--- config.mk ---
export PLATFORM = sky130hd
export DESIGN_NAME = systolic_feeder_sparse
export DESIGN_NICKNAME = d
export VERILOG_FILES = /design/src/rtl/systolic_feeder_sparse.sv
export SDC_FILE = /design/constraint.sdc
export NUM_CORES = 1
export LEC_CHECK = 0
export ABC_AREA = 0
export CAP_MARGIN = 20
export CORE_MARGIN = 2
export CORE_UTILIZATION = 40
export DETAILED_ROUTE_END_ITERATION = 10
export HOLD_SLACK_MARGIN = 0.03
export PLACE_DENSITY = 0.66
export REMOVE_ABC_BUFFERS = 1
export SYNTH_ARGS = -nofsm -noshare
export SYNTH_HDL_FRONTEND = slang
export SYNTH_SLANG_ARGS = --single-unit
--- constraint.sdc ---
create_clock -name clk -period 2.3 [get_ports clk]
set_input_delay 0.46 -clock clk [delete_from_list [all_inputs] [get_ports clk]]
set_output_delay 0.46 -clock clk [all_outputs]
set_load 0.01 [all_outputs]
--- src/rtl/systolic_feeder_sparse.sv ---
// Block feeder for the sparse systolic array: weight-row burst, skewed activation stream, zero-block skip.
// Row r of a_in_flat / b_in_flat occupies bits [r*DATA_W +: DATA_W].
module systolic_feeder_sparse #(
    parameter int unsigned N_ROWS = 16,
    parameter int unsigned N_COLS = 16,
    parameter int unsigned DATA_W = 8,
    parameter int unsigned ADDR_W = 10,
    parameter int unsigned LEN_W  = 9,
    parameter int unsigned SKEW   = 1
) (
    input  logic                       clk,
    input  logic                       rst,
    input  logic                       cmd_valid,
    output logic                       cmd_ready,
    input  logic [ADDR_W-1:0]          cmd_wgt_addr,
    input  logic [ADDR_W-1:0]          cmd_act_addr,
    input  logic [LEN_W-1:0]           cmd_len,
    input  logic                       cmd_zero,
    output logic                       wgt_rd_en,
    output logic [ADDR_W-1:0]          wgt_rd_addr,
    input  logic [N_COLS*DATA_W-1:0]   wgt_rd_data,
    output logic                       act_rd_en,
    output logic [ADDR_W-1:0]          act_rd_addr,
    input  logic [N_ROWS*DATA_W-1:0]   act_rd_data,
    output logic                       load_weight,
    output logic [N_COLS*DATA_W-1:0]   b_in_flat,
    output logic                       block_valid,
    output logic [N_ROWS*DATA_W-1:0]   a_in_flat,
    output logic                       done,
    output logic [15:0]                skip_cnt
);

    localparam int unsigned NR_W      = $clog2(N_ROWS) + 1;
    localparam int unsigned CNT_W     = (LEN_W > NR_W) ? LEN_W : NR_W;
    localparam int unsigned DRAIN_LEN = (SKEW != 0) ? N_ROWS : 1;

    localparam logic [2:0] S_IDLE   = 3'd0;
    localparam logic [2:0] S_LOAD_W = 3'd1;
    localparam logic [2:0] S_STREAM = 3'd2;
    localparam logic [2:0] S_DRAIN  = 3'd3;
    localparam logic [2:0] S_SKIP   = 3'd4;

    logic [2:0]          r_state,       w_state_nxt;
    logic [CNT_W-1:0]    r_cnt,         w_cnt_nxt;
    logic [ADDR_W-1:0]   r_act_base,    w_act_base_nxt;
    logic [LEN_W-1:0]    r_len,         w_len_nxt;
    logic                r_cmd_ready,   w_cmd_ready_nxt;
    logic                r_wgt_rd_en,   w_wgt_rd_en_nxt;
    logic [ADDR_W-1:0]   r_wgt_rd_addr, w_wgt_rd_addr_nxt;
    logic                r_act_rd_en,   w_act_rd_en_nxt;
    logic [ADDR_W-1:0]   r_act_rd_addr, w_act_rd_addr_nxt;
    logic                r_load_weight, w_load_weight_nxt;
    logic                r_block_valid, w_block_valid_nxt;
    logic                r_done,        w_done_nxt;
    logic [15:0]         r_skip_cnt,    w_skip_cnt_nxt;
    logic                r_act_vld;
    logic [N_ROWS*DATA_W-1:0] w_a_rows;

    // Next-state and next-output logic; every output is registered from these values.
    always_comb begin
        w_state_nxt       = r_state;
        w_cnt_nxt         = r_cnt;
        w_act_base_nxt    = r_act_base;
        w_len_nxt         = r_len;
        w_cmd_ready_nxt   = 1'b0;
        w_wgt_rd_en_nxt   = 1'b0;
        w_wgt_rd_addr_nxt = r_wgt_rd_addr;
        w_act_rd_en_nxt   = 1'b0;
        w_act_rd_addr_nxt = r_act_rd_addr;
        w_load_weight_nxt = 1'b0;
        w_block_valid_nxt = 1'b0;
        w_done_nxt        = 1'b0;
        w_skip_cnt_nxt    = r_skip_cnt;
        case (r_state)
            S_IDLE: begin
                w_cmd_ready_nxt = 1'b1;
                if (cmd_valid && r_cmd_ready) begin
                    w_cmd_ready_nxt = 1'b0;
                    w_act_base_nxt  = cmd_act_addr;
                    w_len_nxt       = cmd_len;
                    w_cnt_nxt       = '0;
                    if (cmd_zero || (cmd_len == '0)) begin
                        w_state_nxt = S_SKIP;
                        w_done_nxt  = 1'b1;
                        if (r_skip_cnt != 16'hFFFF)
                            w_skip_cnt_nxt = r_skip_cnt + 16'd1;
                    end else begin
                        w_state_nxt       = S_LOAD_W;
                        w_wgt_rd_en_nxt   = 1'b1;
                        w_wgt_rd_addr_nxt = cmd_wgt_addr;
                    end
                end
            end
            S_LOAD_W: begin
                // Read data lags the strobe by one cycle, so load_weight trails wgt_rd_en.
                w_load_weight_nxt = 1'b1;
                if (r_cnt == CNT_W'(N_ROWS - 1)) begin
                    w_state_nxt       = S_STREAM;
                    w_cnt_nxt         = '0;
                    w_act_rd_en_nxt   = 1'b1;
                    w_act_rd_addr_nxt = r_act_base;
                end else begin
                    w_cnt_nxt         = r_cnt + CNT_W'(1);
                    w_wgt_rd_en_nxt   = 1'b1;
                    w_wgt_rd_addr_nxt = r_wgt_rd_addr + ADDR_W'(1);
                end
            end
            S_STREAM: begin
                w_block_valid_nxt = 1'b1;
                if (r_cnt == CNT_W'(r_len - LEN_W'(1))) begin
                    w_state_nxt = S_DRAIN;
                    w_cnt_nxt   = '0;
                end else begin
                    w_cnt_nxt         = r_cnt + CNT_W'(1);
                    w_act_rd_en_nxt   = 1'b1;
                    w_act_rd_addr_nxt = r_act_rd_addr + ADDR_W'(1);
                end
            end
            S_DRAIN: begin
                if (r_cnt == CNT_W'(DRAIN_LEN - 1)) begin
                    w_state_nxt     = S_IDLE;
                    w_done_nxt      = 1'b1;
                    w_cmd_ready_nxt = 1'b1;
                end else begin
                    w_cnt_nxt         = r_cnt + CNT_W'(1);
                    w_block_valid_nxt = 1'b1;
                end
            end
            S_SKIP: begin
                w_state_nxt     = S_IDLE;
                w_cmd_ready_nxt = 1'b1;
            end
            default: begin
                w_state_nxt     = S_IDLE;
                w_cmd_ready_nxt = 1'b1;
            end
        endcase
    end

    always_ff @(posedge clk) begin
        if (rst) begin
            r_state       <= S_IDLE;
            r_cnt         <= '0;
            r_act_base    <= '0;
            r_len         <= '0;
            r_cmd_ready   <= 1'b1;
            r_wgt_rd_en   <= 1'b0;
            r_wgt_rd_addr <= '0;
            r_act_rd_en   <= 1'b0;
            r_act_rd_addr <= '0;
            r_load_weight <= 1'b0;
            r_block_valid <= 1'b0;
            r_done        <= 1'b0;
            r_skip_cnt    <= '0;
            r_act_vld     <= 1'b0;
        end else begin
            r_state       <= w_state_nxt;
            r_cnt         <= w_cnt_nxt;
            r_act_base    <= w_act_base_nxt;
            r_len         <= w_len_nxt;
            r_cmd_ready   <= w_cmd_ready_nxt;
            r_wgt_rd_en   <= w_wgt_rd_en_nxt;
            r_wgt_rd_addr <= w_wgt_rd_addr_nxt;
            r_act_rd_en   <= w_act_rd_en_nxt;
            r_act_rd_addr <= w_act_rd_addr_nxt;
            r_load_weight <= w_load_weight_nxt;
            r_block_valid <= w_block_valid_nxt;
            r_done        <= w_done_nxt;
            r_skip_cnt    <= w_skip_cnt_nxt;
            r_act_vld     <= r_act_rd_en;
        end
    end

    // Per-row skew: row r carries its slice of each beat through r delay stages, tagged by a valid bit.
    for (genvar r = 0; r < N_ROWS; r++) begin : g_row
        localparam int unsigned DLY = (SKEW != 0) ? r : 0;
        if (DLY == 0) begin : g_direct
            assign w_a_rows[r*DATA_W +: DATA_W] =
                r_act_vld ? act_rd_data[r*DATA_W +: DATA_W] : '0;
        end else begin : g_skew
            logic [DATA_W-1:0] r_d [DLY];
            logic [DLY-1:0]    r_v;
            always_ff @(posedge clk) begin
                if (rst) begin
                    r_v <= '0;
                    for (int k = 0; k < DLY; k++) r_d[k] <= '0;
                end else begin
                    r_d[0] <= act_rd_data[r*DATA_W +: DATA_W];
                    r_v[0] <= r_act_vld;
                    for (int k = 1; k < DLY; k++) begin
                        r_d[k] <= r_d[k-1];
                        r_v[k] <= r_v[k-1];
                    end
                end
            end
            assign w_a_rows[r*DATA_W +: DATA_W] = r_v[DLY-1] ? r_d[DLY-1] : '0;
        end
    end

    assign cmd_ready   = r_cmd_ready;
    assign wgt_rd_en   = r_wgt_rd_en;
    assign wgt_rd_addr = r_wgt_rd_addr;
    assign act_rd_en   = r_act_rd_en;
    assign act_rd_addr = r_act_rd_addr;
    assign load_weight = r_load_weight;
    assign block_valid = r_block_valid;
    assign done        = r_done;
    assign skip_cnt    = r_skip_cnt;
    assign b_in_flat   = r_load_weight ? wgt_rd_data : '0;
    assign a_in_flat   = r_block_valid ? w_a_rows : '0;

endmodule

==> impl_metrics.csv <==
group,metric,value,unit
outcome,status,"finished, violations left",
outcome,violations,"setup timing",
logic_synthesis,synth_cell_types,50,
logic_synthesis,synth_top_area_share,66.7,%
route,wl_per_cell,18.7,um
worst_setup_path,cp_common_cell,"nand4_1",
power_and_ir_drop,p_per_area,871,nW/um^2
worst_setup_path,cp.required,2.84,ns
sta,slew-limit-headroom,50.8,%
logic_synthesis,yosys.area_share.xor_xnor,0.640,%
logic_synthesis,yosys.area_share.simple,27.8,%
sta,fmax,404,MHz
sta,setup_viol,23,
route,ant_nets,0,
worst_setup_path,critical_path.max_fanout,4,
clocking,cts_tree,"built",
floorplan,die_height,285,um
power_and_ir_drop,peakVddDrop,596,uV
worst_setup_path,criticalPathCategory,"reg2reg",
logic_synthesis,post_synth_mux_area_share,0.290,%
worst_setup_path,cp_slowest_stage_delay,0.53,ns
logic_synthesis,synth_compound_area_share,2.28,%
place,pre_cts_ws,-0.302,ns
logic_synthesis,synth_top_family_by_area,"simple AND/OR/NAND/NOR gates",
logic_synthesis,yosys_register_bits,1049,
logic_synthesis,ys_dominant_reg_cell,"dfxtp_1",
clocking,cts_buffer_depth,3,
clocking,clock_latency,0.66,ns
sta,rsz0062_at_grt,"true",
floorplan,pin_count,587,
floorplan,die-width,285,um
route,num_vias,20400,
logic_synthesis,synth_top_cell_by_area,"dfxtp_1",
logic_synthesis,ys_warn_count,0,
logic_synthesis,yosys.cell_count.top_type,"dfxtp_1",
sta,fin_setup_tns,-1.74,ns
clocking,cts.hold.buffers_added,0,
floorplan,start_util,40.5,%
route,vias_per_cell,4.43,
power_and_ir_drop,p_clk_share,45.9,%
logic_synthesis,synth_seq_area_share,66.7,%
power_and_ir_drop,combPwrFrac,4.9,%
logic_synthesis,syn_area_per_cell,11.2,um^2
global_routing,grt_usage,20.4,%
flow_run,maxCapViolCount,0,
final_layout,syn2layout_area_growth,38.1,%
clocking,clk_root_buffer_cell,"clkbuf_16",
global_routing,grt_pass1_vias,18400,
global_routing,grt_pass1_wl,122000,um
logic_synthesis,async_reset_ff_share,0,%
floorplan,design.die.area,81000,um^2
place,io_buffers,586,
route,drt-initial-drc-count,1635,
power_and_ir_drop,power,37.9,mW
final_layout,num-nets-final,3762,
worst_setup_path,worstSetupEndpointType,"flip-flop",
sta,hold_viol_final,0,
sta,setup_ws,-0.175,ns
global_routing,grt_max_degree,167,
worst_setup_path,startpoint_type,"flip-flop",
power_and_ir_drop,p_leak,18.4,nW
final_layout,drive_above_1_share,16.1,%
logic_synthesis,synth.cells.most_frequent,"1049 x dfxtp_1, 984 x nor2b_1, 159 x clkbuf_1, 141 x and3_1, 130 x and2_1",
logic_synthesis,synth_area_leaders,"dfxtp_1 67%, nor2b_1 20%, and3_1 2.8%",
route,post-route-drc-count,0,
worst_hold_path,worstHoldPathType,"in2reg",
clocking,clock_sinks,1049,
route,routed_wl,86100,um
worst_setup_path,crit_path_cell_trace,"or4_4, or4_1, nand4_1, nand4_1, o31ai_4, buf_6, o21ai_1, a22o_1",
clocking,path_clk_slew,0.06,ns
final_layout,instances_no_fill,4609,
floorplan,rows,102,
logic_synthesis,synthAdderAreaFrac,0.199,%
global_routing,overflow,0,
place,gp_congestion,0.979,
power_and_ir_drop,power_switching_share,21.3,%
sta,finalClockSkew,0.0190,ns
power_and_ir_drop,p_int,29.8,mW
sta,period_needed,2.48,ns
logic_synthesis,netlist_instances,2814,
worst_setup_path,worst_ep_arrival_time,3.02,ns
logic_synthesis,synth_edf_count,0,
power_and_ir_drop,switchingPower,8.06,mW
final_layout,fillCellCount,6553,
worst_setup_path,crit_path_top_delay_cell,"or4_4",
logic_synthesis,syn_area,31500,um^2
sta,maxSlewViolCount,0,
sta,period_share,108,%
global_routing,antenna_found_initial,42,
place,place_inst,4348,
route,first_pass_iters,5,
floorplan,coreArea,77700,um^2
clocking,htree_num_levels,3,
sta,worstMarginPinSlew,0.738,ns
power_and_ir_drop,power.share.sequential,49.2,%
clocking,cts_made_buffers,103,
place,hpwl,59200,um
==> worst paths after layout <==
path	endpoint	from	cells after the start	slack, ns
worst max-delay path	r_cnt[6]	r_len[1]	8	-0.18
worst min-delay path	g_row[11].g_skew.r_d[2][3]	rst	2	0.11
worst max register to register	r_cnt[6]	r_len[1]	8	-0.18
worst min register to register	g_row[4].g_skew.r_d[2][5]	g_row[4].g_skew.r_d[1][5]	1	0.43
==> registers in the layout (all words and copies together), names as in the netlist, 3 cells and up <==
signal / cells
skip_cnt: 16
r_cnt: 9
wgt_rd_addr: 10
r_state: 3
act_rd_addr: 10
r_act_base: 10
r_len: 9
g_row.g_skew.r_d: 960
g_row.g_skew.r_v: 15
==> layout by cell type (no fill, tap or decap), types with 28 or more instances in the layout <==
cell             netlist  routed
clkdlybuf4s50_1        0     324
and3_1               141      78
dfxtp_1             1049    1043
buf_12                 0      36
buf_4                  0      68
a21oi_1               31      29
dlygate4sd2_1          0      45
nor2b_1              984     984
nand2_1               71      69
nor2_1                50      48
buf_6                  2      82
and3_4                 0      61
and2_1               130     123
clkbuf_16              0     108
buf_2                  1      41
dlymetal6s2s_1         0      28
clkbuf_2               0      45
==> power by group through the flow <==
stage | combinational, mW | clock (mW) | sequential (mW)
4_1_cts | 1.80 | 17.9 | 18.6
2_1_floorplan | 0.505 | 0 | 19.0
3_5_place_dp | 1.78 | 0 | 19.0
5_1_grt | 1.98 | 18.7 | 18.6
6_report | 1.85 | 17.4 | 18.6
3_3_place_gp | 1.78 | 0 | 19.0
==> timing repair <==
action                     CTS  global route
setup endpoints to repair  267           192
gates resized for setup    683           245
buffers inserted            38            15
pin swaps                   18            12
cloned                      14             6
==> cell families after synthesis <==
| logic type | Yosys count |
|---|---|
| xor gates and xnor gates | 23 |
| muxes | 9 |
| adders and majority gates | 5 |
| AOI/OAI and AO/OA | 109 |
| and+or+nand+nor | 1449 |
| buffers and inverters | 170 |
| DFF | 1049 |
==> per-stage QoR <==
step | cell area, um^2 | util, % | hold slack [ns]
after detailed placement | 38800 | 49.9 | 0.420
after global placement | 38800 | 49.9 | 0.415
after CTS | 43200 | 55.6 | 0.0627
after floorplan | 30900 | - | 0.414
after global routing | 43500 | 55.9 | 0.0798
final | 43500 | 55.9 | 0.111
==> routing by layer <==
| metal | up-vias | routed length, um | GRT usage (%) |
|---|---|---|---|
| li1 | 10200 | - | - |
| met1 | 9368 | 38600 | 29.3 |
| met2 | 683 | 35100 | 28.7 |
| met3 | 169 | 10100 | 7.65 |
| met4 | 40 | 2060 | 5.04 |
| met5 | - | 240 | 0 |
==> worst max-delay path, delay by kind of cell (launching register included) <==
kind,cells,cell delay [ns]
flip-flops,1,0.33
AND/OR/NAND/NOR,4,1.24
AO/OA/AOI/OAI,3,0.60
buffers and inverters,1,0.17
==> cell type report <==
class	instances	area, um^2	share of cell area [%]
Multi-Input combinational cell	1595	10300	23.6
Inverter	8	30.0	0.0691
Tap cell	1040	1300	2.99
Timing Repair Buffer	711	7190	16.5
Clock inverter	53	716	1.65
Antenna cell	13	32.5	0.0748
Sequential cell	1049	21000	48.3
Clock buffer	140	2920	6.71
Note: power is estimated with default switching activity, not from simulation.
